==> config.mk <==
export PLATFORM = sky130hd
export DESIGN_NAME = ov7670_capture_flat
export DESIGN_NICKNAME = d
export VERILOG_FILES = /design/src/rtl/ov7670_pkg.sv /design/src/rtl/ov7670_capture_if.sv /design/src/rtl/ov7670_capture_cam_sync.sv /design/src/rtl/ov7670_capture.sv /design/src/flat_wrapper.sv
export SDC_FILE = /design/constraint.sdc
export NUM_CORES = 1
export LEC_CHECK = 0
export CAP_MARGIN = 20
export CORE_ASPECT_RATIO = 0.8
export CORE_MARGIN = 4
export CORE_UTILIZATION = 35
export DETAILED_ROUTE_END_ITERATION = 16
export DONT_BUFFER_PORTS = 1
export GPL_ROUTABILITY_DRIVEN = 0
export SLEW_MARGIN = 20
export SYNTH_ARGS = -nofsm -noshare
export SYNTH_HDL_FRONTEND = slang
export SYNTH_SLANG_ARGS = --single-unit
export TNS_END_PERCENT = 1
==> constraint.sdc <==
create_clock -name xclk -period 2.25 [get_ports xclk]
set_clock_uncertainty 0.2 [all_clocks]
set_input_delay 0 -clock xclk [delete_from_list [all_inputs] [get_ports xclk]]
set_output_delay 0 -clock xclk [all_outputs]
set_load 0.01 [all_outputs]
==> src/rtl/ov7670_pkg.sv <==
// Shared types and defaults for the OV7670 pixel capture path.
package ov7670_pkg;

    localparam int H_ACTIVE_DEF = 640;
    localparam int V_ACTIVE_DEF = 480;

    typedef enum logic [1:0] {
        S_WAIT_CFG,
        S_WAIT_VS,
        S_WAIT_FR,
        S_FRAME
    } cap_state_t;

    typedef struct packed {
        logic [4:0] r;
        logic [5:0] g;
        logic [4:0] b;
    } rgb565_t;

    // The camera sends the high byte of each RGB565 word first.
    function automatic rgb565_t pack_rgb565(input logic [7:0] hi, input logic [7:0] lo);
        return rgb565_t'({hi, lo});
    endfunction

endpackage

==> src/rtl/ov7670_capture_if.sv <==
// Pixel write bus from the capture block to the frame-buffer writer.
interface ov7670_capture_if
    import ov7670_pkg::*;
#(
    parameter int ADDR_W = 19
);
    logic              pix_valid;
    rgb565_t           pix_data;
    logic [ADDR_W-1:0] wr_addr;
    logic              frame_start;
    logic              frame_done;
    logic              frame_ok;
    logic              line_err;

    modport master (
        output pix_valid, pix_data, wr_addr, frame_start, frame_done, frame_ok, line_err
    );

    modport slave (
        input pix_valid, pix_data, wr_addr, frame_start, frame_done, frame_ok, line_err
    );
endinterface

==> src/rtl/ov7670_capture_cam_sync.sv <==
// Two-flop synchroniser for a bundle of asynchronous camera pins.
module cam_sync #(
    parameter int WIDTH = 11
) (
    input  logic             clk,
    input  logic             reset_n,
    input  logic [WIDTH-1:0] async_i,
    output logic [WIDTH-1:0] sync_o
);
    logic [WIDTH-1:0] meta_d, meta_q;
    logic [WIDTH-1:0] sync_d, sync_q;

    always_comb begin
        meta_d = async_i;
        sync_d = meta_q;
    end

    always_ff @(posedge clk) begin
        if (!reset_n) begin
            meta_q <= '0;
            sync_q <= '0;
        end else begin
            meta_q <= meta_d;
            sync_q <= sync_d;
        end
    end

    assign sync_o = sync_q;
endmodule

==> src/rtl/ov7670_capture.sv <==
// OV7670 frame capture: locks to VSYNC/HREF framing after SCCB configuration and
// emits one RGB565 write (data + linear address) per assembled pixel.
module ov7670_capture
    import ov7670_pkg::*;
#(
    parameter int H_ACTIVE = H_ACTIVE_DEF,
    parameter int V_ACTIVE = V_ACTIVE_DEF,
    parameter int ADDR_W   = 19
) (
    input  logic             xclk,
    input  logic             reset_n,
    input  logic             config_done,
    input  logic             capture_en,
    input  logic             cam_pclk,
    input  logic             cam_vsync,
    input  logic             cam_href,
    input  logic [7:0]       cam_d,
    ov7670_capture_if.master pix_if
);
    localparam int XW = $clog2(H_ACTIVE + 1);
    localparam int YW = $clog2(V_ACTIVE + 2);
    localparam logic [XW-1:0]     X_FULL = XW'(H_ACTIVE);
    localparam logic [YW-1:0]     Y_DONE = YW'(V_ACTIVE);
    localparam logic [YW-1:0]     Y_SAT  = YW'(V_ACTIVE + 1);
    localparam logic [ADDR_W-1:0] H_STEP = ADDR_W'(H_ACTIVE);

    logic [10:0] sync_w;
    logic        pclk_s, vsync_s, href_s;
    logic [7:0]  d_s;

    cam_sync #(.WIDTH(11)) u_cam_sync (
        .clk     (xclk),
        .reset_n (reset_n),
        .async_i ({cam_pclk, cam_vsync, cam_href, cam_d}),
        .sync_o  (sync_w)
    );

    assign {pclk_s, vsync_s, href_s, d_s} = sync_w;

    cap_state_t        state_d, state_q;
    logic              pclk_prev_d, pclk_prev_q;
    logic              vsync_prev_d, vsync_prev_q;
    logic              href_prev_d, href_prev_q;
    logic [XW-1:0]     x_d, x_q;
    logic [YW-1:0]     y_d, y_q;
    logic [ADDR_W-1:0] line_base_d, line_base_q;
    logic              phase_d, phase_q;
    logic [7:0]        hi_d, hi_q;
    logic              any_byte_d, any_byte_q;
    logic              ovf_d, ovf_q;
    logic              frame_err_d, frame_err_q;
    logic              first_d, first_q;
    logic              pix_valid_d, pix_valid_q;
    rgb565_t           pix_data_d, pix_data_q;
    logic [ADDR_W-1:0] wr_addr_d, wr_addr_q;
    logic              frame_start_d, frame_start_q;
    logic              frame_done_d, frame_done_q;
    logic              frame_ok_d, frame_ok_q;
    logic              line_err_d, line_err_q;

    logic pe, vs_rise, vs_fall, href_fall, byte_ev, line_end, in_range;

    assign pe        = pclk_s & ~pclk_prev_q;
    assign vs_rise   = vsync_s & ~vsync_prev_q;
    assign vs_fall   = ~vsync_s & vsync_prev_q;
    assign href_fall = ~href_s & href_prev_q;
    assign byte_ev   = pe & href_s;
    assign line_end  = href_fall & any_byte_q;
    assign in_range  = (y_q < Y_DONE);

    always_comb begin
        state_d       = state_q;
        pclk_prev_d   = pclk_s;
        vsync_prev_d  = vsync_s;
        href_prev_d   = href_s;
        x_d           = x_q;
        y_d           = y_q;
        line_base_d   = line_base_q;
        phase_d       = phase_q;
        hi_d          = hi_q;
        any_byte_d    = any_byte_q;
        ovf_d         = ovf_q;
        frame_err_d   = frame_err_q;
        first_d       = first_q;
        pix_valid_d   = 1'b0;
        pix_data_d    = pix_data_q;
        wr_addr_d     = wr_addr_q;
        frame_start_d = 1'b0;
        frame_done_d  = 1'b0;
        frame_ok_d    = 1'b0;
        line_err_d    = 1'b0;

        case (state_q)
            S_WAIT_CFG: begin
                if (config_done) state_d = S_WAIT_VS;
            end
            S_WAIT_VS: begin
                if (vs_rise && capture_en) state_d = S_WAIT_FR;
            end
            S_WAIT_FR: begin
                if (vs_fall) begin
                    state_d     = S_FRAME;
                    x_d         = '0;
                    y_d         = '0;
                    line_base_d = '0;
                    phase_d     = 1'b0;
                    any_byte_d  = 1'b0;
                    ovf_d       = 1'b0;
                    frame_err_d = 1'b0;
                    first_d     = 1'b1;
                end
            end
            S_FRAME: begin
                if (byte_ev) begin
                    any_byte_d = 1'b1;
                    if (first_q) begin
                        frame_start_d = 1'b1;
                        first_d       = 1'b0;
                    end
                    // Lines past the last active row are consumed silently.
                    if (in_range) begin
                        if (x_q == X_FULL) begin
                            if (!ovf_q) line_err_d = 1'b1;
                            ovf_d = 1'b1;
                        end else if (!phase_q) begin
                            hi_d    = d_s;
                            phase_d = 1'b1;
                        end else begin
                            pix_valid_d = 1'b1;
                            pix_data_d  = pack_rgb565(hi_q, d_s);
                            wr_addr_d   = line_base_q + ADDR_W'(x_q);
                            x_d         = x_q + 1'b1;
                            phase_d     = 1'b0;
                        end
                    end
                end
                if (line_end) begin
                    if (in_range && (phase_q || (x_q != X_FULL))) line_err_d = 1'b1;
                    if (in_range) line_base_d = line_base_q + H_STEP;
                    if (y_q != Y_SAT) y_d = y_q + 1'b1;
                    x_d        = '0;
                    phase_d    = 1'b0;
                    any_byte_d = 1'b0;
                    ovf_d      = 1'b0;
                end
                if (line_err_d) frame_err_d = 1'b1;
                // This VSYNC rise also serves as the arming edge for the next frame.
                if (vs_rise) begin
                    frame_done_d = 1'b1;
                    frame_ok_d   = (y_d == Y_DONE) && !frame_err_d;
                    state_d      = capture_en ? S_WAIT_FR : S_WAIT_VS;
                end
            end
            default: state_d = S_WAIT_CFG;
        endcase
    end

    always_ff @(posedge xclk) begin
        if (!reset_n) begin
            state_q       <= S_WAIT_CFG;
            pclk_prev_q   <= 1'b0;
            vsync_prev_q  <= 1'b0;
            href_prev_q   <= 1'b0;
            x_q           <= '0;
            y_q           <= '0;
            line_base_q   <= '0;
            phase_q       <= 1'b0;
            hi_q          <= '0;
            any_byte_q    <= 1'b0;
            ovf_q         <= 1'b0;
            frame_err_q   <= 1'b0;
            first_q       <= 1'b0;
            pix_valid_q   <= 1'b0;
            pix_data_q    <= '0;
            wr_addr_q     <= '0;
            frame_start_q <= 1'b0;
            frame_done_q  <= 1'b0;
            frame_ok_q    <= 1'b0;
            line_err_q    <= 1'b0;
        end else begin
            state_q       <= state_d;
            pclk_prev_q   <= pclk_prev_d;
            vsync_prev_q  <= vsync_prev_d;
            href_prev_q   <= href_prev_d;
            x_q           <= x_d;
            y_q           <= y_d;
            line_base_q   <= line_base_d;
            phase_q       <= phase_d;
            hi_q          <= hi_d;
            any_byte_q    <= any_byte_d;
            ovf_q         <= ovf_d;
            frame_err_q   <= frame_err_d;
            first_q       <= first_d;
            pix_valid_q   <= pix_valid_d;
            pix_data_q    <= pix_data_d;
            wr_addr_q     <= wr_addr_d;
            frame_start_q <= frame_start_d;
            frame_done_q  <= frame_done_d;
            frame_ok_q    <= frame_ok_d;
            line_err_q    <= line_err_d;
        end
    end

    assign pix_if.pix_valid   = pix_valid_q;
    assign pix_if.pix_data    = pix_data_q;
    assign pix_if.wr_addr     = wr_addr_q;
    assign pix_if.frame_start = frame_start_q;
    assign pix_if.frame_done  = frame_done_q;
    assign pix_if.frame_ok    = frame_ok_q;
    assign pix_if.line_err    = line_err_q;
endmodule
==> src/flat_wrapper.sv <==
// flat-port wrapper written by rule: the top's interface ports become plain ports
module ov7670_capture_flat import ov7670_pkg::*;
#(
    parameter int H_ACTIVE = H_ACTIVE_DEF,
    parameter int V_ACTIVE = V_ACTIVE_DEF,
    parameter int ADDR_W   = 19
)
  (xclk, reset_n, config_done, capture_en, cam_pclk, cam_vsync, cam_href, cam_d, pix_if_pix_valid, pix_if_pix_data, pix_if_wr_addr, pix_if_frame_start, pix_if_frame_done, pix_if_frame_ok, pix_if_line_err);
  ov7670_capture_if #(.ADDR_W(ADDR_W)) pix_if_i ();
  input  logic xclk;
  input  logic reset_n;
  input  logic config_done;
  input  logic capture_en;
  input  logic cam_pclk;
  input  logic cam_vsync;
  input  logic cam_href;
  input  logic [7:0] cam_d;
  output wire logic [$bits(pix_if_i.pix_valid)-1:0] pix_if_pix_valid;
  output wire logic [$bits(pix_if_i.pix_data)-1:0] pix_if_pix_data;
  output wire logic [$bits(pix_if_i.wr_addr)-1:0] pix_if_wr_addr;
  output wire logic [$bits(pix_if_i.frame_start)-1:0] pix_if_frame_start;
  output wire logic [$bits(pix_if_i.frame_done)-1:0] pix_if_frame_done;
  output wire logic [$bits(pix_if_i.frame_ok)-1:0] pix_if_frame_ok;
  output wire logic [$bits(pix_if_i.line_err)-1:0] pix_if_line_err;
  assign pix_if_pix_valid = pix_if_i.pix_valid;
  assign pix_if_pix_data = pix_if_i.pix_data;
  assign pix_if_wr_addr = pix_if_i.wr_addr;
  assign pix_if_frame_start = pix_if_i.frame_start;
  assign pix_if_frame_done = pix_if_i.frame_done;
  assign pix_if_frame_ok = pix_if_i.frame_ok;
  assign pix_if_line_err = pix_if_i.line_err;
  ov7670_capture #(.H_ACTIVE(H_ACTIVE), .V_ACTIVE(V_ACTIVE), .ADDR_W(ADDR_W)) u_core (.xclk(xclk), .reset_n(reset_n), .config_done(config_done), .capture_en(capture_en), .cam_pclk(cam_pclk), .cam_vsync(cam_vsync), .cam_href(cam_href), .cam_d(cam_d), .pix_if(pix_if_i));
endmodule
# Word-level counts from Yosys, hierarchy flattened
# Cells that the tools add are included.
op_classes:
  reduce_logical: 21
  bitwise: 16
  mux: 53
  magnitude_cmp: 1
  eq_ne: 19
  addsub: 4
op_table:
  columns: ["cell", "n"]
  rows:
  - ["2-to-1 mux 10 bit", 6]
  - ["2-to-1 mux 19 bit", 3]
  - ["case mux 19 bit (2 select lines)", 1]
  - ["2-to-1 mux 9 bit", 4]
  - ["2-to-1 mux 1 bit", 26]
  - ["case mux 10 bit (2 select lines)", 1]
  - ["AND reduction 5 bit", 4]
  - ["adder 19 x 10 -> 19 bit", 1]
  - ["adder 19 x 10 -> 19 bit, second input constant", 1]
  - ["case mux 9 bit (2 select lines)", 1]
  - ["inequality test 2 x 1 -> 1 bit, second input constant", 6]
  - ["inequality test 3 x 1 -> 1 bit, second input constant", 4]
  - ["AND reduction 3 bit", 4]
  - ["adder 10 x 1 -> 10 bit, second input constant", 1]
  - ["== test 10 bit, second input constant", 1]
  - ["2-to-1 mux 2 bit", 5]
  - ["inequality test 10 bit, second input constant", 1]
  - ["inverter 1 bit", 10]
  - ["case mux 1 bit (2 select lines)", 5]
  - ["adder 9 x 1 -> 9 bit, second input constant", 1]
  - ["== test 9 bit, second input constant", 1]
  - ["less-than comparator 9 bit, second input constant", 1]
  - ["inequality test 9 bit, second input constant", 1]
  - ["case mux 2 bit (4 select lines)", 1]
  - ["other kinds (14)", 24]
totals:
  ff_bits: 118
  word_cells: 138

# Longest topological paths before layout
logic_depth:
  ltp_word: 11
  mapped_depth: 9
  depth_no_buf: 7

# Hierarchy
# From an unflattened synthesis, not the netlist that was laid out.
hier_totals:
  hier_cells: 538
  hier_area_um2: 4715.8
modules_own_cells:
  columns: ["module", "area_each_um2", "n_inst", "seq_area_each_um2", "cells_each"]
  rows:
  - ["ov7670_capture", 4095.2, 1, 1781.7, 492]
  - ["cam_sync", 620.6, 1, 440.4, 46]

# Worst setup path before layout
# OpenSTA, ideal clock, no wires.
synth_path:
  path_kind: "register -> register"
  from: "register u_core.x_q[0]"
  to: "register u_core.x_q[7]"
  setup_time_ns: 0.070
  path_stages_with_launch: 8
  arrival_ns: 1.837
  path_slack_ns: 0.143
  cell_sequence: "dfxtp_1 inv_1 ha_1 and4bb_1 nand4_1 a41oi_2 or4_1 a21oi_1"
synth_between:
  elab_chain_cells: 7
  word_cells_on_any_way: 10
synth_rtl:
  columns: ["item", "line_no", "source"]
  rows:
  - ["start, declared", "ov7670_capture.sv:44", "logic [XW-1:0] x_d, x_q;"]
  - ["start signal, assigned", "ov7670_capture.sv:164", "x_q <= '0;"]
  - ["start signal, assigned", "ov7670_capture.sv:185", "x_q <= x_d;"]
  - ["adder 10 x 1 -> 10 bit", "ov7670_capture.sv:132", "x_d = x_q + 1'b1;"]
  - ["2-to-1 mux 10 bit", "ov7670_capture.sv:125", "end else if (!phase_q) begin"]
  - ["2-to-1 mux 10 bit", "ov7670_capture.sv:122", "if (x_q == X_FULL) begin"]
  - ["2-to-1 mux 10 bit", "ov7670_capture.sv:121", "if (in_range) begin"]
  - ["2-to-1 mux 10 bit", "ov7670_capture.sv:114", "if (byte_ev) begin"]
  - ["2-to-1 mux 10 bit", "ov7670_capture.sv:137", "if (line_end) begin"]
  - ["case mux 10 bit (2 select lines)", "ov7670_capture.sv:93", "case (state_q)"]
# Parallel ways exist; a longest one is shown, timed or not. The select of a mux whose other input is x is not followed.
# A chain may end at the register's enable or synchronous reset.

# Final worst setup path
# Ends and elaborated chain as after synthesis.

==> out/metrics.cfg <==
[floorplan]
ioPinCount = 55
floorplan.die_area_sq_um = 14900
die_height_microns = 110
initial_utilization_pct = 36.5
floorplan.die.width_microns = 135
fp.coreArea_sq_um = 12400
placement_rows = 36

[logic_synthesis]
count_of_unique_library_cells_instantiated_by_yosys = 49
avgSynthCellArea_sq_um = 8.65
postSynth.asyncResetShare_pct = 0
yosysTopAreaCell = sky130_fd_sc_hd__dfxtp_1
yosys_most_used_dff = sky130_fd_sc_hd__dfxtp_1
synth.ff_latch_count = 111
synth_seq_area_share_pct = 48.9
yosysTopAreaCellShare_pct = 48.9
synthTopCellsByArea = sky130_fd_sc_hd__dfxtp_1 (49%), sky130_fd_sc_hd__nand2_1 (6.4%), sky130_fd_sc_hd__a21oi_1 (5.9%)
number_of_synthesized_flops_with_an_enable_pin = 0
ys_warn_count = 0
synth.net_count = 548
postSynthCellCount = 525
post_synth_instance_area_sq_um = 4540

[setup_path]
startpoint_type = flip-flop
worstPathRequired_ps = 2320
setup.worst_path.class = reg -> reg
cp_endpoint_kind = flip-flop
crit_chain = inv_1 -> ha_1 -> and4bb_1 -> nand4_1 -> a41oi_4 -> or4_1 -> a21oi_1
worstPathArrival_ps = 2280
cp_slowest_cell = sky130_fd_sc_hd__or4_1
worst_path_largest_cell_delay_ps = 550
reg2regPathDepth = 7
worstPathMaxFanout = 7

[finish]
post_layout_nonfiller_instances = 721
utilization_pct = 42.6
fill_cells = 1254
inserted_diodes = 0
finalInstanceArea_sq_um = 5300
layout-area-overhead-vs-synth_pct = 16.6
nNetsFinal = 568
final_layout_size_suffix_gt1_share_pct = 8.18

[placed_design]
number_of_placed_instances_with_taps_included = 685
sum_of_net_half_perimeters_after_detailed_placement_mm = 6.90
dpl_worst_slack_ps = 70.1
port_buffers = 0
placedInstanceArea_sq_um = 4760

[clock_tree]
cts_sinks = 111
cts_setup_buffers = 0
ctsLongestPathBuffers = 2
clock_tree_from_tritoncts = done
skew_pair_late_insertion_delay_ps = 350
clk_root_buffer_cell = sky130_fd_sc_hd__clkbuf_16
cts.clk_slew.worst_paths_ps = 70
cts-buffers-inserted = 9
number_of_h_tree_levels = 3

[power_and_ir_drop]
clock_power_share_pct = 42.4
comb_power_share_pct = 2.5
power_density_nw_per_um2 = 683
p_switching_mw = 0.793
switching_share_pct = 21.9
seq_power_share_pct = 55.1
irDropWorstVdd_mv = 0.400
power.static_leakage_nw = 1.77
intPower_mw = 2.83

[run_status]
status = finished, final reports clean

[global_routing]
track_usage_pct = 13.9
pin_count_of_the_biggest_net_entering_global_routing = 52
grt_pass1_wl_mm = 16.7
via_count_of_the_first_global_routing_pass = 3387
grt-ovfl-total = 0
antenna_found_initial = 0

[detailed_routing]
dr.pass1.iters = 4
drc_violation_total_after_the_first_tritonroute_iteration = 272
drt-vias-per-instance = 5.08
ant_nets = 0
remaining_drc_errors = 0
post_drt_wl_per_cell_microns = 13.9
vias = 3660
finalWirelength_mm = 10.0

[timing]
finalHoldViolations = 0
postLayoutSetupSlackWorst_ps = 46.5
grt_setup_unrepaired = true
layout_min_cycle_time_ps = 2200
worst_slew_margin_rel_pct = 48.8
setup_viol = 0
clock.fmax_mhz = 454
final.period_utilization_pct = 97.9
tightestPinTransition_ps = 760
timing_max_transition_violations_final = 0

[min_path]
hold_path.class = in -> reg
holdPathStages = 2

[job]
timing.max_cap.violations = 0

==> synthesized netlist by cell type (6+ instances only) <==
library cell / n
sky130_fd_sc_hd__dfxtp_1: 111
sky130_fd_sc_hd__nand2_1: 78
sky130_fd_sc_hd__a21oi_1: 54
sky130_fd_sc_hd__nor2_1: 42
sky130_fd_sc_hd__o21ai_0: 29
sky130_fd_sc_hd__and2_1: 28
sky130_fd_sc_hd__nand3_1: 21
sky130_fd_sc_hd__xnor2_1: 17
sky130_fd_sc_hd__clkbuf_1: 16
sky130_fd_sc_hd__a211oi_1: 11
sky130_fd_sc_hd__buf_2: 10
sky130_fd_sc_hd__nand4_1: 9
sky130_fd_sc_hd__or3_1: 9
sky130_fd_sc_hd__ha_1: 8
sky130_fd_sc_hd__inv_1: 7
sky130_fd_sc_hd__nor4_1: 7
sky130_fd_sc_hd__and3_1: 6
sky130_fd_sc_hd__nor3_1: 6
==> sequential cells by signal, summed over array words and instances, names as in the netlist, 2 cells and up <==
register                  cells
u_core.hi_q                   8
u_core.u_cam_sync.sync_o     11
u_core.pix_if.pix_data       16
u_core.x_q                   10
u_core.pix_if.wr_addr        19
u_core.line_base_q           12
u_core.y_q                    9
u_core.u_cam_sync.meta_q     11
u_core.state_q                2
==> power by group through the flow <==
stage / clock network (mW) / logic, mW / registers, mW
6_report: 1.54 / 0.0895 / 1.99
5_1_grt: 1.65 / 0.0991 / 2.00
4_1_cts: 1.58 / 0.0896 / 1.99
3_5_place_dp: 0 / 0.0487 / 2.04
3_3_place_gp: 0 / 0.0475 / 2.04
2_1_floorplan: 0 / 0.0460 / 2.04
==> per-stage QoR <==
step | power, mW | setup TNS [ps] | hold WS, ps
after floorplan | 2.08 | 0 | -72.7
after global placement | 2.09 | 0 | -72.9
after detailed placement | 2.09 | 0 | -71.2
after CTS | 3.66 | 0 | 90.7
after global routing | 3.74 | -190 | 92.2
final | 3.62 | 0 | 97.6
==> cells by family (layout without fill, tap and decap cells) <==
family | Yosys count | after routing | share of synthesized area, %
AOI/OAI and AO/OA | 114 | 114 | 14.5
xor gates and xnor gates | 19 | 19 | 3.66
adders and majority gates | 8 | 8 | 2.20
buffers and inverters | 36 | 61 | 3.58
DFF | 111 | 111 | 48.9
muxes | 3 | 3 | 0.689
and+or+nand+nor | 234 | 234 | 26.4
==> path summary, 6_finish.rpt <==
| path | startpoint | to | slack, ps |
|---|---|---|---|
| hold reg to reg | u_core.u_cam_sync.meta_q[7] | u_core.u_cam_sync.sync_o[7] | 230 |
| setup / recovery | u_core.x_q[0] | u_core.x_q[7] | 50 |
| setup reg to reg | u_core.x_q[0] | u_core.x_q[7] | 50 |
| hold / removal | cam_d[6] | u_core.u_cam_sync.meta_q[6] | 100 |
==> area by class of cell <==
cell class	instances	area (sq um)	share of cell area, %
sequential	111	2220	42.0
multi-input combinational	378	2180	41.2
timing repair buffer	37	358	6.75
clock buffer	10	239	4.51
tap	171	214	4.04
clock inverter	6	50.0	0.945
inverter	8	30.0	0.567
==> worst max-delay path: cells and delay by family, from the launching register on <==
family | cells | cell delay, ps
compound gates | 2 | 370
buf+inv | 1 | 70
fa+ha+maj | 1 | 190
simple gates | 3 | 970
flops | 1 | 330
==> cell usage in the layout, fill, tap and decap left out, drive strengths merged, types with 2 or more instances in the layout <==
| cell type | instances |
|---|---|
| and3b | 3 |
| nand4 | 9 |
| nor3b | 2 |
| nand3b | 3 |
| dfxtp | 111 |
| nor2b | 4 |
| or4 | 2 |
| o21a | 4 |
| a21oi | 54 |
| a21o | 2 |
| o21ai | 29 |
| and3 | 6 |
| nor2 | 43 |
| or3 | 9 |
| mux2i | 2 |
| clkbuf | 10 |
| o31ai | 2 |
| and4 | 4 |
| buf | 18 |
| and2 | 28 |
| nor3 | 6 |
| nor4b | 4 |
| ha | 8 |
| nor4 | 7 |
| nand2 | 78 |
| a22oi | 3 |
| xor2 | 2 |
| a211oi | 11 |
| dlygate4sd3 | 19 |
| a311oi | 2 |
| nand3 | 21 |
| inv | 12 |
| xnor2 | 17 |
==> layer usage <==
| layer | track usage, % | part of all wire [%] | wire [microns] |
|---|---|---|---|
| met4 | 3.96 | 1.2 | 122 |
| met1 | 19.1 | 50 | 5000 |
| met5 | 0 | 0 | 0 |
| met3 | 4.12 | 5.1 | 516 |
| met2 | 21.4 | 44 | 4390 |
==> what timing repair did <==
action                                 4_1_cts  5_1_grt
resized for setup                            0        7
hold buffers                                20        0
endpoints found under the hold margin       81        0
setup endpoints to repair                    0       27
(Power assumes the default switching activity.)
